**src/rtl/sram_spi_master.sv**
```systemverilog
// SPI mode-0 initiator for a 23LC1024-class serial SRAM: single-byte READ (0x03) / WRITE (0x02).
// Define SRAM_RSTIO_EN to issue one autonomous RSTIO (0xFF) frame after every reset release.
module sram_spi_master #(
  parameter int CLK_DIV   = 4,
  parameter int ADDR_BITS = 24
) (
  input  logic                 clk,
  input  logic                 reset_n,
  input  logic                 start,
  input  logic                 rd_wr,
  input  logic [ADDR_BITS-1:0] addr,
  input  logic [7:0]           wr_data,
  output logic [7:0]           rd_data,
  output logic                 done,
  output logic                 busy,
  output logic                 sram_spi_cs,
  output logic                 sram_spi_clk,
  output logic                 sram_spi_mosi,
  input  logic                 sram_spi_miso
);

  localparam int FRAME_BITS = 16 + ADDR_BITS;
  localparam int HC_W = $clog2(CLK_DIV + 1);
  localparam logic [HC_W-1:0] HC_LAST = HC_W'(CLK_DIV - 1);
  localparam logic [5:0] BIT_LAST = 6'(FRAME_BITS - 1);

  typedef enum logic [2:0] {
    S_IDLE,
    S_CS_SETUP,
    S_SHIFT,
    S_CS_HOLD,
    S_CS_GAP
  } state_t;

  state_t                  state_q, state_d;
  logic [HC_W-1:0]         hc_q, hc_d;
  logic [5:0]              bc_q, bc_d;
  logic                    sclk_q, sclk_d;
  logic                    cs_q, cs_d;
  logic                    mosi_q, mosi_d;
  logic                    done_q, done_d;
  logic                    rd_q, rd_d;
  logic [7:0]              rd_data_q, rd_data_d;
  logic [7:0]              rx_q, rx_d;
  logic [FRAME_BITS-1:0]   tx_q, tx_d;
  logic [FRAME_BITS-1:0]   frame;
  logic                    hc_last, bit_last, launch_user, launch_rstio;

`ifdef SRAM_RSTIO_EN
  logic rstio_q, rstio_d, rstio_pend_q, rstio_pend_d;
`else
  logic rstio_q, rstio_pend_q;
  assign rstio_q      = 1'b0;
  assign rstio_pend_q = 1'b0;
`endif

  assign hc_last      = (hc_q == HC_LAST);
  assign bit_last     = rstio_q ? (bc_q == 6'd7) : (bc_q == BIT_LAST);
  assign launch_rstio = (state_q == S_IDLE) && rstio_pend_q;
  assign launch_user  = (state_q == S_IDLE) && start && !rstio_pend_q;

  // State and control registers; reset abandons any frame in flight.
  always_ff @(posedge clk) begin
    if (!reset_n) begin
      state_q   <= S_IDLE;
      hc_q      <= '0;
      bc_q      <= '0;
      sclk_q    <= 1'b0;
      cs_q      <= 1'b1;
      mosi_q    <= 1'b0;
      done_q    <= 1'b0;
      rd_q      <= 1'b0;
      rd_data_q <= 8'h00;
`ifdef SRAM_RSTIO_EN
      rstio_q      <= 1'b0;
      rstio_pend_q <= 1'b1;
`endif
    end else begin
      state_q   <= state_d;
      hc_q      <= hc_d;
      bc_q      <= bc_d;
      sclk_q    <= sclk_d;
      cs_q      <= cs_d;
      mosi_q    <= mosi_d;
      done_q    <= done_d;
      rd_q      <= rd_d;
      rd_data_q <= rd_data_d;
`ifdef SRAM_RSTIO_EN
      rstio_q      <= rstio_d;
      rstio_pend_q <= rstio_pend_d;
`endif
    end
  end

  // Shift registers carry pure data and need no reset.
  always_ff @(posedge clk) begin
    tx_q <= tx_d;
    rx_q <= rx_d;
  end

  always_comb begin
    state_d = state_q;
    unique case (state_q)
      S_IDLE:     if (launch_user || launch_rstio) state_d = S_CS_SETUP;
      S_CS_SETUP: if (hc_last) state_d = S_SHIFT;
      S_SHIFT:    if (hc_last && sclk_q && bit_last) state_d = S_CS_HOLD;
      S_CS_HOLD:  if (hc_last) state_d = S_CS_GAP;
      S_CS_GAP:   if (hc_last) state_d = S_IDLE;
      default:    state_d = S_IDLE;
    endcase
  end

  always_comb begin
    hc_d      = '0;
    bc_d      = bc_q;
    sclk_d    = sclk_q;
    cs_d      = cs_q;
    mosi_d    = mosi_q;
    done_d    = 1'b0;
    rd_d      = rd_q;
    rd_data_d = rd_data_q;
    tx_d      = tx_q;
    rx_d      = rx_q;
    frame     = {rd_wr ? 8'h03 : 8'h02, addr, rd_wr ? 8'h00 : wr_data};
`ifdef SRAM_RSTIO_EN
    rstio_d      = rstio_q;
    rstio_pend_d = rstio_pend_q;
    if (launch_rstio) frame = {8'hFF, {(FRAME_BITS - 8){1'b0}}};
`endif
    if (state_q != S_IDLE) hc_d = hc_last ? '0 : hc_q + 1'b1;

    unique case (state_q)
      S_IDLE: begin
        if (launch_user || launch_rstio) begin
          // First bit is presented together with CS assertion.
          cs_d   = 1'b0;
          mosi_d = frame[FRAME_BITS-1];
          tx_d   = frame << 1;
          bc_d   = '0;
          rd_d   = launch_user && rd_wr;
`ifdef SRAM_RSTIO_EN
          rstio_d      = launch_rstio;
          rstio_pend_d = 1'b0;
`endif
        end
      end
      S_SHIFT: begin
        if (hc_last) begin
          if (!sclk_q) begin
            sclk_d = 1'b1;
            rx_d   = {rx_q[6:0], sram_spi_miso};
          end else begin
            sclk_d = 1'b0;
            if (bit_last) begin
              mosi_d = 1'b0;
            end else begin
              bc_d   = bc_q + 6'd1;
              mosi_d = tx_q[FRAME_BITS-1];
              tx_d   = tx_q << 1;
            end
          end
        end
      end
      S_CS_HOLD: if (hc_last) cs_d = 1'b1;
      S_CS_GAP: begin
        if (hc_last) begin
          done_d = !rstio_q;
          if (rd_q && !rstio_q) rd_data_d = rx_q;
`ifdef SRAM_RSTIO_EN
          rstio_d = 1'b0;
`endif
        end
      end
      default: ;
    endcase
  end

  assign busy          = (state_q != S_IDLE);
  assign done          = done_q;
  assign rd_data       = rd_data_q;
  assign sram_spi_cs   = cs_q;
  assign sram_spi_clk  = sclk_q;
  assign sram_spi_mosi = mosi_q;

endmodule

```
**config.mk**
```make
export PLATFORM = sky130hd
export DESIGN_NAME = sram_spi_master
export DESIGN_NICKNAME = d
export VERILOG_FILES = /design/src/rtl/sram_spi_master.sv
export SDC_FILE = /design/constraint.sdc
export NUM_CORES = 1
export LEC_CHECK = 0
export CORE_AREA = 10 10 97 99
export CTS_CLUSTER_SIZE = 12
export DETAILED_ROUTE_END_ITERATION = 7
export DIE_AREA = 0 0 107 109
export GPL_ROUTABILITY_DRIVEN = 0
export PLACE_DENSITY = 0.65
export SYNTH_ARGS = -nofsm -noshare
export SYNTH_HDL_FRONTEND = slang
export SYNTH_SLANG_ARGS = --single-unit
```
**constraint.sdc**
```tcl
create_clock -name clk -period 2.7 [get_ports clk]
set_clock_uncertainty 0.15 [all_clocks]
set_input_delay 0.54 -clock clk [delete_from_list [all_inputs] [get_ports clk]]
set_output_delay 0.54 -clock clk [all_outputs]
set_load 0.1 [all_outputs]
```
==> summary.md, run 1 <==
| Metric | Value |
|---|---|
| CP max FO | `37` |
| Core Util, Final | `50.1%` |
| Placed insts | `about 370` |
| Post-synthesis mux area share | `13.2%` |
| Syn-to-layout area delta | `26.7%` |
| Number of hold buffers added after CTS | `0` |
| #FFs+latches synth | `72` |
| Post-CTS sizing | `0` |
| Distinct cells, synth | `40` |
| CTS H-tree depth | `3` |
| Die Height | `approximately 110 µm` |
| Status | `finished, final reports clean` |
| Mapped cell area | `2970 µm²` |
| CTS tree | `done` |
| CP startpoint kind | `flip-flop` |
| Register clock-pin slew on the reported worst setup and hold paths | `0.07 ns` |
| Post-DRT Antenna Nets | `0` |
| Most frequent cells in the layout | `edfxtp_1 (47), clkdlybuf4s50_1 (36), mux2_2 (25), dfxtp_1 (24), nand2_1 (17)` |
| Total clock sinks | `72` |
| Syn Nets | `260` |
| Inserted Clock Buffers | `9` |
| Largest family of logic cells by synthesized area | `simple AND/OR/NAND/NOR gates` |
| DRT iter0 DRCs | `79` |
| Post-CTS setup buffer count | `0` |
| Synth warn | `0` |
| Min Hold Slack | `0.279 ns` |
| Sequential-to-total area share from yosys stat | `64.3%` |
| Total die area | `11,700 µm²` |
| Fin crit period | `2.15 ns` |
| Max Cap Viol | `0` |
| FF-to-FF End | `tx_q[30]` |
| Final cell count without fillers | `382` |
| Max Root-Sink Buffers | `2` |
| Post-route DRC | `0` |
| Cell mode on critical path | `ha_1` |
| Critical path arrival | `slightly above 2 ns` |
| Grt ovf | `0` |
| Final Slew Violations | `0` |
| Max_slew headroom | `between 60% and 70%` |
| Pwr per Cell Area | `585 nW/µm²` |
| Die X | `107 µm` |
| RR Startpoint | `hc_q[0]` |
| Critical Path RT | `about 2.6 ns` |
| Number of detailed-route iterations in the first pass | `4` |
| # IOs | `50` |
| Post-synth EDFFs | `47` |
| Vias in the first global route | `between 1,500 and 2,000` |
| Leak pwr | `1.36 nW` |
| Largest net degree at the start of global routing | `51` |
| Ys flop type | `edfxtp_1` |
| Syn_area_per_cell | `around 14 µm²` |
| Slew @ Worst Pin | `about 0.5 ns` |
| Final HPWL DP | `3.60 mm` |
| Rows | `32` |
| Depth of the most critical reg-to-reg path | `7` |
| Global-route wire length before repair | `roughly 8.7 mm` |
| Nets | `around 320` |
| Crit path capture type | `flip-flop` |
| Initial antenna violation count | `0` |
| Achievable Freq | `0.465 GHz` |
| Total track usage | `9.59%` |
| Hold wc startpoint | `hc_q[0]` |
| Synthesized instance count | `220` |
| Critical path class | `reg -> reg` |
| Hold Crit Class | `reg -> reg` |
| Final worst-path cycle share | `79.6%` |
| Root Driver | `clkbuf_8` |
| XOR/XNOR Fraction of Synth Area | `about 1.2%` |
| Via count | `approximately 1,800` |
| R2r setup slk | `between 0.5 and 0.6 ns` |
| Max VDD drop | `approximately 0.31 mV` |
| Hold path endpoint | `hc_q[0]` |
| Fin. Hold Viols | `0` |
| Asr flop ratio synth | `0%` |
| Compound-Gate Fraction of Synth Area | `3.83%` |
| Core ar. | `7530 µm²` |
| Fraction of layout cells with a size suffix above 1 | `22.5%` |
| Setup TNS | `0 ns` |
| Endpoints failing setup | `0` |
| Clock Latency Late Sink | `0.35 ns` |
| Starting Density | `39.5%` |
| RSZ-0062 raised after global routing | `false` |
| CP max stage delay | `0.34 ns` |
| PortBufs | `49` |
| Commonest non-fill, non-tap cell in the layout | `edfxtp_1` |
| CP cell instances | `ha_1 > ha_1 > nand3_1 > a21oi_1 > nand2_1 > clkinvlp_4 > buf_12` |
| DR WL/cell | `13.9 µm` |
| Hold depth | `1` |
| Slowest-stage cell, CP | `dfxtp_1` |
| Post-synthesis adder-cell area fraction | `around 1.3%` |
| Drt total wl | `~5.3 mm` |
| Diode count | `0` |
| Post-Synth Simple-Gate Area | `14.2%` |
| Avg Vias per Cell | `4.67` |
==> through the flow <==
step / total power [mW] / setup slack [ns] / area [µm²]
2_1_floorplan: 1.34 / 0.373 / 2980
3_3_place_gp: 1.42 / 0.280 / 3580
3_5_place_dp: 1.42 / 0.274 / 3580
4_1_cts: 2.25 / 0.565 / 3770
5_1_grt: 2.31 / 0.379 / 3770
6_report: 2.21 / 0.552 / 3770
==> cell families after synthesis <==
group / after synthesis
simple gates: 74
xor+xnor: 4
compound gates: 18
fa+ha+maj: 3
flops: 72
mux: 36
buf+inv: 13
==> area by class of cell <==
type | count | area [µm²]
Tap cell | 102 | 128
Inverter | 3 | 15.0
Fill cell | 685 | 3760
Sequential cell | 72 | 1910
Clock inverter | 7 | 62.6
Clock buffer | 9 | 124
Timing Repair Buffer | 54 | 520
Multi-Input combinational cell | 135 | 1010
==> power breakdown <==
group / switching [mW] / internal [mW]
Sequential: 0.0137 / 1.22
Combinational: 0.0757 / 0.0850
Clock: 0.396 / 0.416
==> Yosys cell counts (2+ instances only) <==
cell type  number  area [µm²]
nand3_1         7        35.0
inv_1           3        11.3
and2_1          6        37.5
mux2i_1        11         110
nand2b_1       11        68.8
a21oi_1         3        15.0
nand2_1        17        63.8
nor2b_1         9        56.3
xnor2_1         3        26.3
edfxtp_1       47        1410
nor3_1          2        10.0
dfxtp_1        25         500
nand3b_1        2        15.0
nor3b_1         2        15.0
nor2_1          7        26.3
o21ai_0         8        40.0
buf_2           5        25.0
clkbuf_1        4        15.0
ha_1            3        37.5
mux2_2         25         282
==> registers in the layout (all words and copies together), names as in the netlist <==
register       count
tx_q              39
rd_data            8
rx_q               8
bc_q               6
hc_q               3
state_q            3
done               1
rd_q               1
sram_spi_clk       1
sram_spi_cs        1
sram_spi_mosi      1
==> how the worst max path moves through the flow <==
stage | endpoint | cells after the start | start | slack (ns)
final | tx_q[30] | 7 | hc_q[0] | 0.55
after global placement | tx_q[25] | 6 | start | 0.28
after CTS | tx_q[12] | 7 | hc_q[0] | 0.56
after detailed placement | tx_q[26] | 6 | start | 0.27
after global routing | tx_q[8] | 7 | hc_q[0] | 0.38
after floorplan | tx_q[10] | 7 | hc_q[0] | 0.37
==> layer usage <==
metal  vias to the layer above  wire length (µm)  global-route usage (%)  share of wire (%)
li1                        905                 -                       -                  -
met1                       810              2630                    12.1                 50
met2                        56              2180                    12.9                 41
met3                        12               416                    5.01                7.8
met4                         0                82                    5.22                1.5
met5                         -                 0                       0                  0
==> critical path, delay by kind of cell, from the launching register on <==
family / cells / cell delay (ns)
fa+ha+maj: 2 / 0.30
flops: 1 / 0.34
simple gates: 2 / 0.37
buf+inv: 2 / 0.38
compound gates: 1 / 0.28
Power figures use the tool's default switching activity.
==> run 2, diff against run 1 <==
--- a/config.mk
+++ b/config.mk
@@ -10,7 +10,6 @@
 export DETAILED_ROUTE_END_ITERATION = 7
 export DIE_AREA = 0 0 107 109
 export GPL_ROUTABILITY_DRIVEN = 0
-export PLACE_DENSITY = 0.65
 export SYNTH_ARGS = -nofsm -noshare
 export SYNTH_HDL_FRONTEND = slang
 export SYNTH_SLANG_ARGS = --single-unit
==> constraint.sdc (replaced) <==
create_clock -name clk -period 2 [get_ports clk]
set_clock_uncertainty 0.15 [all_clocks]
set_input_delay 0.4 -clock clk [delete_from_list [all_inputs] [get_ports clk]]
set_output_delay 0.4 -clock clk [all_outputs]
set_load 0.1 [all_outputs]
==> run 2 against run 1 <==
  * Die area unchanged
  * Combinational power is 60% higher
  * Register-to-register slack worse by 0.43 ns
  * Critical endpoint is now busy
==> summary.md, run 2 (synthesis gave the netlist of run 1 again) <==
| Metric | Value |
|---|---|
| Fin worst setup slack | `0.0730 ns (-0.479 ns)` |
| Final worst-path cycle share | `96.4%` |
| # IOs | `50 (unchanged)` |
| CP startpoint kind | `flip-flop` |
| Power, Total | `3.27 mW (+48%)` |
| Syn-to-layout area delta | `39.7%` |
| Initial antenna violation count | `0 (unchanged)` |
| Critical path class | `reg -> out` |
| Most frequent cells in the layout | `edfxtp_1 (47), clkdlybuf4s50_1 (36), mux2_2 (25), dfxtp_1 (21), buf_12 (18)` |
| Post-route DRC | `0 (unchanged)` |
| Core ar. | `7530 µm² (unchanged)` |
| Die Height | `109 µm (unchanged)` |
| Max FFs per register | `39 (unchanged)` |
| Status | `finished, final reports clean` |
| Vias in the first global route | `1,944 (+4.9%)` |
| Largest Register | `tx_q` |
| Register clock-pin slew on the reported worst setup and hold paths | `0.07 ns (about the same)` |
| Filler cells | `664 (-3.1%)` |
| Fraction of layout cells with a size suffix above 1 | `28.7% (+6.2 points)` |
| Area after DPL | `3910 µm² (+9.2%)` |
| Fin crit period | `approximately 1.9 ns` |
| CTS tree | `done` |
| Via count | `1,858 (+4.2%)` |
| Max Cap Viol | `0 (unchanged)` |
| Setup Slack @ Placement | `-0.0900 ns (-0.364 ns)` |
| CTS H-tree depth | `3 (unchanged)` |
| Drt total wl | `5.73 mm (+7.9%)` |
| Hold depth | `1 (unchanged)` |
| Commonest non-fill, non-tap cell in the layout | `edfxtp_1` |
| Critical path arrival | `1.38 ns (-0.66 ns)` |
| Min Hold Slack | `0.277 ns (-0.00212 ns)` |
| Grt ovf | `0 (unchanged)` |
| DRT iter0 DRCs | `58 (-27%)` |
| Inserted Clock Buffers | `9 (unchanged)` |
| PortBufs | `49 (unchanged)` |
| Leak pwr | `1.49 nW (+9.1%)` |
| Hold Crit Class | `reg -> reg` |
| Max_slew headroom | `72.5% (+6.1 points)` |
| Critical Path RT | `1.45 ns (-1.14 ns)` |
| Achievable Freq | `0.519 GHz` |
| Rows | `32 (unchanged)` |
| Max layer used | `met4` |
| Die X | `107 µm (unchanged)` |
| Diode count | `0 (unchanged)` |
| Pwr per Cell Area | `788 nW/µm² (+35%)` |
| Total clock sinks | `72 (unchanged)` |
| Met2 routed wirelength | `2.74 mm (+26%)` |
| Max VDD drop | `0.350 mV (+12%)` |
| Final Slew Violations | `0 (unchanged)` |
| RSZ-0062 raised after global routing | `false` |
| Total die area | `11,700 µm² (unchanged)` |
| Core Util, Final | `55.2% (+5.1 points)` |
| Post-DRT Antenna Nets | `0 (unchanged)` |
| Clock Latency Late Sink | `0.34 ns (about the same)` |
| Global-route wire length before repair | `9.58 mm (+10%)` |
| Nets | `324 (+2.9%)` |
| CP max FO | `5 (-86%)` |
| Largest net degree at the start of global routing | `28 (-45%)` |
| DR WL/cell | `14.7 µm (+5.4%)` |
| Endpoints failing setup | `0 (unchanged)` |
| Final HPWL DP | `4.21 mm (+17%)` |
| Fin. Hold Viols | `0 (unchanged)` |
| Total track usage | `10.6% (+1.0 points)` |
| Max Root-Sink Buffers | `2 (unchanged)` |
| Depth of the most critical reg-to-reg path | `5 (-2)` |
| Starting Density | `39.5% (unchanged)` |
| Root Driver | `clkbuf_8` |
| Final instance area | `4160 µm² (+10%)` |
| Crit path capture type | `primary output` |
| Slew @ Worst Pin | `0.411 ns (-0.0908 ns)` |
| Avg Vias per Cell | `4.75 (+1.8%)` |
| Metal-1 WL | `2.64 mm (+0.30%)` |
| DR WL met3 | `267 µm (-36%)` |
| Number of detailed-route iterations in the first pass | `4 (unchanged)` |
run 2: routing by layer:
metal	global-route usage (%)	vias up
met5	0	-
met4	6.38	0
met3	3.42	7
met2	16.6	46
met1	12.5	885
li1	-	920
run 2: critical path, cell delays in order (launching register included):
cell	delay (ns)
dfxtp_2	0.36
buf_4	0.16
or3_4	0.34
buf_12	0.18
run 2: layout make-up:
type	count	area (µm²)	share of cell area, %
sequential	72	1920	46.2
multi-input combinational	135	1070	25.7
tap	102	128	3.07
inverter	3	15.0	0.361
timing repair buffer	63	788	19.0
clock buffer	10	128	3.07
clock inverter	6	109	2.62
run 2: per-stage QoR:
stage / TNS [ns] / instances
2_1_floorplan: -3.94 / 220
3_3_place_gp: -1.77 / 375
3_5_place_dp: -2.74 / 375
4_1_cts: 0 / 391
5_1_grt: 0 / 391
6_report: 0 / 391
run 2: what timing repair did:
action | in CTS | in global routing
resized for setup | 1 | 1
setup endpoints to repair | 1 | 1
setup buffers | 0 | 0
hold buffers | 0 | 0
run 2: path summary, 6_finish.rpt:
kind	slack, ns	end	startpoint
worst min register to register	0.28	hc_q[0]	hc_q[0]
worst max register to register	0.12	state_q[0]	bc_q[0]
worst max-delay path	0.07	busy	state_q[1]
worst min-delay path	0.28	hc_q[0]	hc_q[0]
run 2: where the power goes:
part           internal (mW)  total [mW]  switching [mW]
Clock                  0.827        1.35           0.524
Combinational          0.148       0.257           0.109
Sequential              1.64        1.67          0.0222
Total                   2.62        3.27           0.655
==> run 3, diff against run 2 <==
==> constraint.sdc (replaced) <==
create_clock -name clk -period 2 [get_ports clk]
set_clock_uncertainty 0.15 [all_clocks]
set_input_delay 0.4 -clock clk [delete_from_list [all_inputs] [get_ports clk]]
set_output_delay 0.4 -clock clk [all_outputs]
set_load 0.02 [all_outputs]
==> run 3 against run 2 <==
  * Sequential share of layout area is 2.4 points higher
  * Worst setup slack gained 0.067 ns
  * Cell area fell by 5.2%
  * Critical path type is now reg -> reg
  * Final cell count is 0.26% lower
  * Total power is 8.1% lower
  * Clock power fell by 16%
  * Global-route usage is 0.92 points lower
  * Wire length fell by 5.7%
  * Die area unchanged
  * Maximum frequency rose by 3.6%
  * Count of clock-buffer cells in the layout did not move
==> summary.md, run 3 (synthesis gave the netlist of run 1 again) <==
| Metric | Value |
|---|---|
| Fin crit period | `1.86 ns (-0.0666 ns)` |
| CTS tree | `done` |
| Final Slew Violations | `0 (unchanged)` |
| Max FFs per register | `39 (unchanged)` |
| Met2 routed wirelength | `2.31 mm (-16%)` |
| Final instance area | `3940 µm² (-5.2%)` |
| Die X | `107 µm (unchanged)` |
| Crit path capture type | `flip-flop` |
| Switching part of the total | `21.6% (+1.6 points)` |
| Global-route wire length before repair | `8.86 mm (-7.6%)` |
| DRT iter0 DRCs | `33 (-43%)` |
| Fin worst setup slack | `0.140 ns (+0.0666 ns)` |
| Most frequent cells in the layout | `clkdlybuf4s50_1 (47), edfxtp_1 (47), mux2_2 (25), dfxtp_1 (23), nand2_1 (16)` |
| Logic pwr share | `7.3% (-0.6 points)` |
| Post-route DRC | `0 (unchanged)` |
| Clk network pwr share | `37.4% (-3.8 points)` |
| Critical path arrival | `1.80 ns (+0.42 ns)` |
| DR WL met3 | `365 µm (+37%)` |
| Vias in the first global route | `1,835 (-5.6%)` |
| Drt total wl | `5.41 mm (-5.7%)` |
| Hold Crit Class | `reg -> reg` |
| DR WL/cell | `13.9 µm (-5.5%)` |
| Slew @ Worst Pin | `0.416 ns (+0.00553 ns)` |
| Root Driver | `clkbuf_8` |
| Core ar. | `7530 µm² (unchanged)` |
| Number of detailed-route iterations in the first pass | `4 (unchanged)` |
| Total track usage | `9.68% (-0.92 points)` |
| Max layer used | `met4` |
| Filler cells | `694 (+4.5%)` |
| Syn-to-layout area delta | `32.4%` |
| Avg Vias per Cell | `4.66 (-2.0%)` |
| Total die area | `11,700 µm² (unchanged)` |
| Total clock sinks | `72 (unchanged)` |
| Critical path class | `reg -> reg` |
| Fraction of layout cells with a size suffix above 1 | `23.3% (-5.5 points)` |
| Post-CTS setup buffer count | `0 (unchanged)` |
| Largest net degree at the start of global routing | `51 (+82%)` |
| CP max FO | `25 (+20)` |
| Switching pwr | `0.651 mW (-0.69%)` |
| CTS H-tree depth | `3 (unchanged)` |
| Sequential share of power | `55.2% (+4.3 points)` |
| Inserted Clock Buffers | `9 (unchanged)` |
| Register clock-pin slew on the reported worst setup and hold paths | `0.08 ns (about the same)` |
| Placed insts | `374 (-0.27%)` |
| Setup Slack @ Placement | `-0.0669 ns (+0.0231 ns)` |
| Status | `finished, final reports clean` |
| Endpoints failing setup | `0 (unchanged)` |
| Post-DRT Antenna Nets | `0 (unchanged)` |
| Clock Latency Late Sink | `0.33 ns (about the same)` |
| RSZ-0062 raised after global routing | `false` |
| Int Power | `2.36 mW (-9.9%)` |
| Via count | `1,816 (-2.3%)` |
| Critical Path RT | `1.94 ns (+0.49 ns)` |
| Achievable Freq | `0.538 GHz (+3.6%)` |
| Final HPWL DP | `3.83 mm (-9.0%)` |
| PortBufs | `49 (unchanged)` |
| Nets | `323 (-0.31%)` |
| Pwr per Cell Area | `764 nW/µm² (-3.0%)` |
| Fin. Hold Viols | `0 (unchanged)` |
| Starting Density | `39.5% (unchanged)` |
| Die Height | `109 µm (unchanged)` |
| # IOs | `50 (unchanged)` |
| Rows | `32 (unchanged)` |
| Max_slew headroom | `72.2% (-0.37 points)` |
| Grt ovf | `0 (unchanged)` |
| Final worst-path cycle share | `93.0% (-3.3 points)` |
| Max Cap Viol | `0 (unchanged)` |
| Number of hold buffers added after CTS | `0 (unchanged)` |
| Metal-1 WL | `2.64 mm (+0.19%)` |
| Setup TNS | `0 ns (unchanged)` |
| Area after DPL | `3750 µm² (-4.3%)` |
| Power, Total | `3.01 mW (-8.1%)` |
| Final cell count without fillers | `390 (-0.26%)` |
| Max Root-Sink Buffers | `2 (unchanged)` |
| Initial antenna violation count | `0 (unchanged)` |
| Max VDD drop | `0.440 mV (+26%)` |
| Largest Register | `tx_q` |
| CP startpoint kind | `flip-flop` |
| Diode count | `0 (unchanged)` |
| Leak pwr | `1.38 nW (-6.8%)` |
run 3: critical path, cell delays in order, from the launching register on:
cell and delay [ns]:
dfxtp_1 0.46, nor4bb_2 0.41, nand3_1 0.16, nand2_2 0.11, clkinvlp_4 0.13, buf_12 0.18
run 3: cell type report:
class                           instances  area [µm²]  share of cell area (%)
Sequential cell                        72        1910                    48.6
Multi-Input combinational cell        135        1060                    27.0
Timing Repair Buffer                   62         619                    15.7
Clock buffer                           10         128                    3.24
Tap cell                              102         128                    3.24
Clock inverter                          6        70.1                    1.78
Inverter                                3        15.0                   0.381
run 3: final timing paths:
kind | start | to | slack, ns | cells past startpoint
max reg2reg | state_q[1] | tx_q[7] | 0.14 | 5
max | state_q[1] | tx_q[7] | 0.14 | 5
min | hc_q[0] | hc_q[0] | 0.28 | 1
min reg2reg | hc_q[0] | hc_q[0] | 0.28 | 1
run 3: power groups by stage:
stage	registers, mW	clock network, mW	logic, mW
final	1.66	1.13	0.220
after global routing	1.67	1.25	0.240
after CTS	1.66	1.17	0.224
after detailed placement	1.70	0	0.225
after global placement	1.70	0	0.223
after floorplan	1.69	0	0.0928
run 3: layer usage:
| metal | vias up | track usage (%) |
|---|---|---|
| met3 | 7 | 5.19 |
| met1 | 848 | 12.2 |
| met5 | - | 0 |
| met4 | 0 | 4.26 |
| met2 | 45 | 13.5 |
| li1 | 916 | - |
run 3: timing repair:
action                                  CTS  global route
cloned                                    0             0
gates resized for setup                   3             1
endpoints found under the setup margin    2             1
hold endpoints to repair                  0             0
run 3: metrics by stage:
stage	hold WS, ns	util (%)
4_1_cts	0.280	52.4
5_1_grt	0.296	52.3
6_report	0.277	52.3
3_5_place_dp	0.269	49.8
2_1_floorplan	0.258	-
3_3_place_gp	0.262	49.8
